## src/rtl/byte_seq_data_ram.sv

```systemverilog
// -----------------------------------------------------------------------------
// byte_seq_data_ram
//
// Word-wide request interface in front of a byte-wide storage array. Each
// accepted word transaction is carried out one byte per clock through a
// single narrow port, so a legal access takes BYTES_PER_WORD clocks in XFER
// plus one clock in DONE before the next request can be accepted.
// Requests whose last byte would lie outside the array are rejected without
// touching memory or read_data and complete with err=1.
//
// Ports
//   clk            in   clock, all state changes on rising edge
//   rst_n          in   asynchronous active-low reset
//   req            in   transaction request, sampled only in IDLE
//   read_not_write in   1 = read, 0 = write, sampled with req
//   address        in   byte address of word byte 0, sampled with req
//   write_data     in   write word, little-endian lanes, sampled with req
//   byte_en        in   per-byte write enable, sampled with req, unused on reads
//   read_data      out  last completed read word (lanes fill progressively)
//   ack            out  one-cycle completion pulse (registered)
//   err            out  out-of-range flag, valid only while ack is high
//   busy           out  high whenever the FSM is not in IDLE
// -----------------------------------------------------------------------------
module byte_seq_data_ram #(
   parameter int BYTES_PER_WORD = 3,
   parameter int ADDR_WIDTH     = 8,
   parameter int DEPTH_BYTES    = 128
) (
   input  logic                        clk,
   input  logic                        rst_n,
   input  logic                        req,
   input  logic                        read_not_write,
   input  logic [ADDR_WIDTH-1:0]       address,
   input  logic [8*BYTES_PER_WORD-1:0] write_data,
   input  logic [BYTES_PER_WORD-1:0]   byte_en,
   output logic [8*BYTES_PER_WORD-1:0] read_data,
   output logic                        ack,
   output logic                        err,
   output logic                        busy
);

   localparam int W     = 8 * BYTES_PER_WORD;
   localparam int CNT_W = (BYTES_PER_WORD > 1) ? $clog2(BYTES_PER_WORD) : 1;
   localparam int IDX_W = (DEPTH_BYTES > 1) ? $clog2(DEPTH_BYTES) : 1;

   localparam logic [CNT_W-1:0]    CNT_LAST  = CNT_W'(BYTES_PER_WORD - 1);
   localparam logic [CNT_W-1:0]    CNT_ONE   = CNT_W'(1);
   // Range check runs one bit wider than the address so it cannot wrap.
   localparam logic [ADDR_WIDTH:0] SPAN      = (ADDR_WIDTH + 1)'(BYTES_PER_WORD - 1);
   localparam logic [ADDR_WIDTH:0] DEPTH_EXT = (ADDR_WIDTH + 1)'(DEPTH_BYTES);

   typedef enum logic [1:0] {
      IDLE = 2'd0,
      XFER = 2'd1,
      DONE = 2'd2
   } state_t;

   state_t                  state_q, state_d;
   logic [CNT_W-1:0]        cnt_q, cnt_d;
   logic                    rnw_q, rnw_d;
   logic [ADDR_WIDTH-1:0]   addr_q, addr_d;
   logic [W-1:0]            wdata_q, wdata_d;
   logic [BYTES_PER_WORD-1:0] be_q, be_d;
   logic [W-1:0]            rdata_q, rdata_d;
   logic                    ack_q, ack_d;
   logic                    err_q, err_d;
   logic                    range_err_q, range_err_d;

   logic [7:0]              mem_q [0:DEPTH_BYTES-1];

   logic [ADDR_WIDTH-1:0]   byte_addr_s;
   logic [IDX_W-1:0]        byte_idx_s;
   logic [7:0]              wr_byte_s;
   logic                    mem_we_s;
   logic                    range_bad_s;

   // Byte currently addressed in XFER; legal requests never exceed the array,
   // so truncating to the array index width loses nothing.
   assign byte_addr_s = addr_q + ADDR_WIDTH'(cnt_q);
   assign byte_idx_s  = byte_addr_s[IDX_W-1:0];
   assign wr_byte_s   = wdata_q[{cnt_q, 3'b000} +: 8];
   assign range_bad_s = (({1'b0, address} + SPAN) >= DEPTH_EXT) ? 1'b1 : 1'b0;

   assign read_data = rdata_q;
   assign ack       = ack_q;
   assign err       = err_q;
   assign busy      = (state_q != IDLE) ? 1'b1 : 1'b0;

   // Next-state, request capture, lane update and completion decode.
   always_comb begin
      state_d     = state_q;
      cnt_d       = cnt_q;
      rnw_d       = rnw_q;
      addr_d      = addr_q;
      wdata_d     = wdata_q;
      be_d        = be_q;
      rdata_d     = rdata_q;
      range_err_d = range_err_q;
      ack_d       = 1'b0;
      err_d       = 1'b0;
      mem_we_s    = 1'b0;

      case (state_q)
         IDLE: begin
            if (req) begin
               rnw_d   = read_not_write;
               addr_d  = address;
               wdata_d = write_data;
               be_d    = byte_en;
               cnt_d   = {CNT_W{1'b0}};
               if (range_bad_s) begin
                  range_err_d = 1'b1;
                  state_d     = DONE;
               end else begin
                  range_err_d = 1'b0;
                  state_d     = XFER;
               end
            end else begin
               state_d = IDLE;
            end
         end

         XFER: begin
            if (rnw_q) begin
               rdata_d[{cnt_q, 3'b000} +: 8] = mem_q[byte_idx_s];
            end else begin
               mem_we_s = be_q[cnt_q];
            end
            if (cnt_q == CNT_LAST) begin
               // Legal completion: ack rises on the edge that enters DONE.
               state_d = DONE;
               cnt_d   = {CNT_W{1'b0}};
               ack_d   = 1'b1;
            end else begin
               cnt_d   = cnt_q + CNT_ONE;
            end
         end

         DONE: begin
            state_d = IDLE;
            // Rejected request: ack/err rise on the edge that leaves DONE,
            // one edge after acceptance.
            if (range_err_q) begin
               ack_d = 1'b1;
               err_d = 1'b1;
            end else begin
               ack_d = 1'b0;
            end
         end

         default: begin
            state_d = IDLE;
            cnt_d   = {CNT_W{1'b0}};
         end
      endcase
   end

   // Control, capture and output registers with asynchronous reset.
   always_ff @(posedge clk or negedge rst_n) begin
      if (!rst_n) begin
         state_q     <= IDLE;
         cnt_q       <= {CNT_W{1'b0}};
         rnw_q       <= 1'b0;
         addr_q      <= {ADDR_WIDTH{1'b0}};
         wdata_q     <= {W{1'b0}};
         be_q        <= {BYTES_PER_WORD{1'b0}};
         rdata_q     <= {W{1'b0}};
         ack_q       <= 1'b0;
         err_q       <= 1'b0;
         range_err_q <= 1'b0;
      end else begin
         state_q     <= state_d;
         cnt_q       <= cnt_d;
         rnw_q       <= rnw_d;
         addr_q      <= addr_d;
         wdata_q     <= wdata_d;
         be_q        <= be_d;
         rdata_q     <= rdata_d;
         ack_q       <= ack_d;
         err_q       <= err_d;
         range_err_q <= range_err_d;
      end
   end

   // Byte storage; contents deliberately survive reset.
   always_ff @(posedge clk) begin
      if (mem_we_s) begin
         mem_q[byte_idx_s] <= wr_byte_s;
      end
   end

endmodule

```

## config.mk

```make
export PLATFORM = sky130hd
export DESIGN_NAME = byte_seq_data_ram
export DESIGN_NICKNAME = d
export VERILOG_FILES = /design/src/rtl/byte_seq_data_ram.sv
export SDC_FILE = /design/constraint.sdc
export NUM_CORES = 1
export LEC_CHECK = 0
export CORE_ASPECT_RATIO = 1.4
export CORE_MARGIN = 3
export CORE_UTILIZATION = 45
export DETAILED_ROUTE_END_ITERATION = 10
export PLACE_DENSITY = 0.72
export SYNTH_ARGS = -nofsm -noshare
export SYNTH_HDL_FRONTEND = slang
export SYNTH_SLANG_ARGS = --single-unit
export TNS_END_PERCENT = 5
```

## constraint.sdc

```tcl
create_clock -name clk -period 12.83 [get_ports clk]
set_input_delay 2.566 -clock clk [delete_from_list [all_inputs] [get_ports clk]]
set_output_delay 2.566 -clock clk [all_outputs]
set_load 0.1 [all_outputs]
```

==> flow_metrics.env, run 1 <==
export IMPL_wl_mm=104
export IMPL_antenna_found_initial=4
export IMPL_yosysSeqAreaShare_pct=75.1
export IMPL_dr_total_vias=23200
export IMPL_outcome="complete, no violations"
export IMPL_syn_inst=2499
export IMPL_cpPeakStageDelay_ns=0.94
export IMPL_cp_max_fo=51
export IMPL_slew_headroom_pct=10.9
export IMPL_nNetsFinal=2609
export IMPL_dieWidth_um=268
export IMPL_cts_sinks=1090
export IMPL_grt_max_degree=142
export IMPL_worstSkewPairLatency_ns=0.69
export IMPL_leakagePower_nw=16.3
export IMPL_fp_dieArea_um2=99700
export IMPL_cts_resized=0
export IMPL_setup_violations=0
export IMPL_dr_first_iter_drc_count=2356
export IMPL_clockRootBuffer="clkbuf_16"
export IMPL_post_route_drc_count=0
export IMPL_hp_class="flip-flop to flip-flop"
export IMPL_initial_core_util_pct=45.7
export IMPL_cts_buffers=92
export IMPL_coreArea_um2=94500
export IMPL_row_count=133
export IMPL_gp_congestion=0.848
export IMPL_viasPerCell=6.01
export IMPL_worst_hold_slack_ns=0.493
export IMPL_clock_skew_ns=0.0318
export IMPL_final_cell_mix="1,024 x edfxtp_1, 521 x mux2i_1, 240 x a22oi_1, 140 x nor2_1, 135 x a21oi_1"
export IMPL_ant_nets=0
export IMPL_cpMostUsedCell="buf_4"
export IMPL_synth_avg_cell_area_um2=17.3
export IMPL_grt_pass1_vias=23400
export IMPL_grt_usage_pct=20.8
export IMPL_yosys_area_top_type="edfxtp_1"
export IMPL_cp_required_ns=13.38
export IMPL_ys_ff_latch=1090
export IMPL_yosysTopAreaCellShare_pct=71.2
export IMPL_yosys_warnings=0
export IMPL_dominantRegCellSynth="edfxtp_1"
export IMPL_path_cells="inv_1 -> fa_1 -> xor2_1 -> nor2_4 -> buf_4 -> buf_4 -> a22oi_1 -> a21oi_1 -> o41ai_1 -> and4_1 -> a22o_1"
export IMPL_endpoint_kind="flip-flop"
export IMPL_timing_final_crit_share_pct=43.4
export IMPL_maxSlewViolCount=0
export IMPL_synth_cell_types=37
export IMPL_grt_overflow=0
export IMPL_final_common_cell="edfxtp_1"
export IMPL_finalSetupTns_ns=0
export IMPL_syn2layout_area_growth_pct=11.8
export IMPL_numPlacedInstances=3678
export IMPL_die_height_um=372
export IMPL_finalNonFillerCells=3854
export IMPL_worstPathArrival_ns=6.12
export IMPL_cp_top_family="buffers and inverters"
export IMPL_cts_tree="built"
export IMPL_htreeDepth=3
export IMPL_post_drt_wl_per_cell_um=27.0
export IMPL_hold_viol_final=0
export IMPL_grt_pass1_wl_mm=153
export IMPL_drv_cap=0
export IMPL_drive_above_1_share_pct=10.0
export IMPL_crit_type="flip-flop to flip-flop"
export IMPL_io_buffers=65
export IMPL_cp_slowest_cell="dfrtp_1"
export IMPL_fmax_mhz=180
export IMPL_dr_pass1_iters=5
export IMPL_ir_drop_v=0.000194
export IMPL_critPathLaunchType="flip-flop"
export IMPL_rsz0062_at_grt="false"
export IMPL_tightest_slew_ns=1.32
export IMPL_async_reset_ff_share_pct=6.06
export IMPL_ios=66
export IMPL_postCtsSetupRepairBufs=0
export IMPL_ctsHoldBuffers=0
export IMPL_fin_crit_ns=5.57
export IMPL_dpl_hpwl_mm=63.5
export IMPL_clk_pin_slew_ns=0.07
export IMPL_synth_edf_count=1024
export IMPL_synthTopCellsByArea="edfxtp_1 71%, mux2i_1 12%, a22oi_1 4.2%"
export IMPL_path_buf_inv=3
export IMPL_netlist_area_um2=43200
export IMPL_synthesis_nets=2550
export IMPL_power_density_nw_per_um2=213
export IMPL_cts_path_max_buffers=3
-- area by class of cell --
cell class              count  area, µm²
repair buffers            112       1010
clock buffers             113       2480
fillers                  7395      46300
flip-flops and latches   1090      32400
diodes                      4       10.0
well taps                1215       1520
inverters                  10       37.5
multi-input cells        1252      10200
clock inverters            58        613
-- state kept, by name, indices dropped and copies added, names as in the netlist, 2 cells and up --
name and flops:
be_q 3, state_q 2, addr_q 7, cnt_q 2, mem_q 1024, read_data 24, wdata_q 24
-- logic make-up (layout without fill, tap and decap cells) --
family	after synthesis	after routing	synth area share [%]
fa+ha+maj	12	12	0.365
buf+inv	157	293	1.77
other cells	0	4	0
flops	1090	1090	75.1
simple gates	212	212	2.10
xor+xnor	8	8	0.162
mux	556	556	13.0
compound gates	464	464	7.55
-- path summary, 6_finish.rpt --
kind	endpoint	startpoint	cells after the start	slack, ns
setup / recovery	read_data[3]	cnt_q[1]	11	7.26
hold / removal	range_err_q	range_err_q	2	0.49
setup reg to reg	read_data[3]	cnt_q[1]	11	7.26
hold reg to reg	range_err_q	range_err_q	2	0.49
max in group asynchronous	read_data[5]	rst_n	2	10.18
min in group asynchronous	wdata_q[2]	rst_n	2	2.07
-- per-stage QoR --
| step | power, mW | setup slack, ns | area [µm²] | utilization, % |
|---|---|---|---|---|
| after CTS | 10.3 | 7.33 | 48200 | 51.0 |
| after global placement | 7.36 | 7.22 | 45100 | 47.7 |
| final | 10.3 | 7.26 | 48200 | 51.0 |
| after detailed placement | 7.44 | 7.37 | 45100 | 47.7 |
| after global routing | 10.6 | 7.08 | 48200 | 51.0 |
| after floorplan | 6.57 | 5.55 | 43200 | - |
-- metal layers --
layer  part of all wire, %  up-vias  GRT usage [%]
li1                      -    10100              -
met1                    38    11800           25.0
met2                    50     1015           35.6
met3                   7.1      235           4.23
met4                   4.8        2           10.3
met5                 0.014        -              0
-- synthesized netlist by cell type (3+ instances only) --
library cell  number
o21ai_0           13
clkbuf_1          49
xor2_1             4
inv_1             10
o41ai_1           32
edfxtp_1        1024
a22oi_2           16
ha_1              11
mux2i_1          521
and4_1             9
nand2_1           38
mux2_2            35
and2_1             3
buf_6              9
xnor2_1            4
a22oi_1          240
nand3_1            9
buf_1              5
a22o_1            24
a21oi_1          135
nor2_1           142
buf_2             83
dfrtp_1           66
-- power by group --
group / leakage, nW / switching, mW / total [mW] / internal [mW]
combinational: 4.76 / 2.08 / 2.99 / 0.912
clock: 1.49 / 1.26 / 2.87 / 1.61
sequential: 10.0 / 0.0410 / 4.40 / 4.36
total: 16.3 / 3.38 / 10.3 / 6.87
-- worst register-to-register path, delay by kind of cell, from the launching register on --
kind            cells  cell delay, ns
flops               1            0.94
buf+inv             3            1.66
compound gates      4            1.01
fa+ha+maj           1            0.57
simple gates        2            1.03
xor+xnor            1            0.23
Note: power is estimated with default switching activity, not from simulation.
==> run 2, diff against run 1 <==
--- a/config.mk
+++ b/config.mk
@@ -9,7 +9,7 @@
 export CORE_MARGIN = 3
 export CORE_UTILIZATION = 45
 export DETAILED_ROUTE_END_ITERATION = 10
-export PLACE_DENSITY = 0.72
+export PLACE_DENSITY = 0.74
 export SYNTH_ARGS = -nofsm -noshare
 export SYNTH_HDL_FRONTEND = slang
 export SYNTH_SLANG_ARGS = --single-unit
==> constraint.sdc (replaced) <==
create_clock -name clk -period 4.6 [get_ports clk]
set_input_delay 0.92 -clock clk [delete_from_list [all_inputs] [get_ports clk]]
set_output_delay 0.92 -clock clk [all_outputs]
set_load 0.1 [all_outputs]
==> run 2 against run 1 <==
Effect of this change:
- worst hold slack worse by 0.22 ns
- sequential power grew to 2.8 times the previous value
- via count rose by 0.45%
- setup slack got worse by 6.7 ns
- register-to-register slack got worse by 6.7 ns
- non-clock buffer count increased by 22
- clock power rose to 2.8 times the previous value
- maximum frequency rose by 37%
- critical path depth unchanged
- routed wire length up 0.71%
- first-iteration DRC count rose by 17%
- flip-flop and latch count did not move
- critical path type unchanged
==> flow_metrics.env, run 2 (synthesis results as in run 1) <==
export IMPL_cp_required_ns=5.20
export IMPL_dpl_hpwl_mm=64.4
export IMPL_diodes=0
export IMPL_wl_mm=105
export IMPL_die_height_um=372
export IMPL_power_density_nw_per_um2=591
export IMPL_hold_viol_final=0
export IMPL_grt_usage_pct=21.0
export IMPL_grt_overflow=0
export IMPL_crit_type="flip-flop to flip-flop"
export IMPL_slew_headroom_pct=22.1
export IMPL_dr_pass1_iters=7
export IMPL_ctsHoldBuffers=0
export IMPL_coreArea_um2=94500
export IMPL_r2r_end="read_data[4]"
export IMPL_ir_drop_v=0.000377
export IMPL_clockRootBuffer="clkbuf_16"
export IMPL_ant_nets=0
export IMPL_r2r_worst_path_cells=11
export IMPL_leakagePower_nw=16.5
export IMPL_row_count=133
export IMPL_ios=66
export IMPL_clock_skew_ns=0.0196
export IMPL_drive_above_1_share_pct=10.6
export IMPL_post_route_drc_count=0
export IMPL_fmax_mhz=247
export IMPL_dr_total_vias=23300
export IMPL_setup_violations=0
export IMPL_timing_final_crit_share_pct=88.0
export IMPL_final_common_cell="edfxtp_1"
export IMPL_cp_max_fo=24
export IMPL_largest_register="mem_q"
export IMPL_dieWidth_um=268
export IMPL_gp_congestion=0.926
export IMPL_initial_core_util_pct=45.7
export IMPL_hp_class="input pin to asynchronous set/reset pin"
export IMPL_largest_register_ffs=1024
export IMPL_cts_path_max_buffers=3
export IMPL_r2r_slack_ns=0.55
export IMPL_rsz0062_at_grt="false"
export IMPL_final_cell_mix="1,024 x edfxtp_1, 521 x mux2i_1, 240 x a22oi_1, 140 x nor2_1, 135 x a21oi_1"
export IMPL_endpoint_kind="flip-flop"
export IMPL_fin_crit_ns=4.05
export IMPL_postCtsSetupRepairBufs=0
export IMPL_htreeDepth=3
export IMPL_cts_buffers=92
export IMPL_syn2layout_area_growth_pct=12.7
export IMPL_worstPathArrival_ns=4.65
export IMPL_worstSkewPairLatency_ns=0.68
export IMPL_io_buffers=65
export IMPL_cts_sinks=1090
export IMPL_drv_cap=0
export IMPL_cts_resized=0
export IMPL_post_drt_wl_per_cell_um=27.1
export IMPL_dr_first_iter_drc_count=2758
export IMPL_final_util_pct=51.5
export IMPL_rr_startpoint="addr_q[0]"
export IMPL_grt_max_degree=129
export IMPL_clk_pin_slew_ns=0.07
export IMPL_critPathLaunchType="flip-flop"
export IMPL_viasPerCell=6.00
export IMPL_cts_tree="built"
export IMPL_tightest_slew_ns=1.15
export IMPL_grt_pass1_wl_mm=154
export IMPL_grt_pass1_vias=23500
export IMPL_maxSlewViolCount=0
export IMPL_fill_cells=7365
export IMPL_outcome="complete, no violations"
export IMPL_antenna_found_initial=2
export IMPL_finalSetupTns_ns=0
export IMPL_fp_dieArea_um2=99700
export IMPL_nNetsFinal=2631
==> run 2: changes by cell type in the layout (fill, tap and decap cells not counted), moves of 4 or more <==
| cell | before | now |
|---|---|---|
| buf_12 | 1 | 24 |
| inv_6 | 1 | 7 |
| diode_2 | 4 | 0 |
| nand2_1 | 34 | 38 |
| nand2_2 | 4 | 0 |
| o41ai_1 | 28 | 32 |
| o41ai_2 | 4 | 0 |
==> run 2: layer usage <==
| metal | part of all wire, % | global-route usage (%) |
|---|---|---|
| met5 | 0.010 | 0 |
| met4 | 4.8 | 10.5 |
| met3 | 7.8 | 3.46 |
| met2 | 50 | 36.2 |
| met1 | 37 | 25.5 |
==> run 2: worst max-delay path by stage <==
stage,from,end,slack [ns]
finish,addr_q[0],read_data[4],0.55
global route,addr_q[0],read_data[18],0.41
CTS,cnt_q[1],read_data[4],0.54
detailed placement,cnt_q[1],read_data[4],0.58
global placement,cnt_q[1],read_data[12],0.61
floorplan,cnt_q[0],mem_q[0][0],1.05
==> run 2: cell type report <==
| class | instances | area [µm²] | area share, % |
|---|---|---|---|
| Clock inverter | 58 | 606 | 1.24 |
| Tap cell | 1215 | 1520 | 3.12 |
| Inverter | 10 | 37.5 | 0.0772 |
| Clock buffer | 114 | 2480 | 5.09 |
| Timing Repair Buffer | 134 | 1460 | 3.01 |
| Sequential cell | 1090 | 32400 | 66.6 |
| Multi-Input combinational cell | 1252 | 10100 | 20.8 |
==> run 2: critical path, stage by stage, from the launching register on <==
cell,delay (ns)
dfrtp_1,0.39
ha_4,0.15
inv_1,0.05
fa_1,0.44
nand3b_1,0.25
xor2_1,0.23
nand3_1,0.50
buf_12,0.26
a21oi_1,0.11
o41ai_1,0.95
and4_1,0.46
a22o_1,0.17
==> run 2: power by group <==
part / total [mW] / internal, mW / switching (mW)
Clock: 7.94 / 4.43 / 3.51
Combinational: 8.54 / 2.76 / 5.78
Sequential: 12.3 / 12.2 / 0.128
==> run 2: stage by stage <==
step / power [mW] / hold slack (ns) / worst slack [ns] / instances / area, µm²
after detailed placement: 21.0 / 0.480 / 0.581 / 3701 / 45600
after CTS: 28.8 / 0.236 / 0.535 / 3873 / 48700
final: 28.8 / 0.273 / 0.550 / 3873 / 48700
after global placement: 20.7 / 0.452 / 0.607 / 3701 / 45600
after floorplan: 18.0 / 0.439 / 1.05 / 2499 / 43200
after global routing: 29.6 / 0.297 / 0.408 / 3873 / 48700
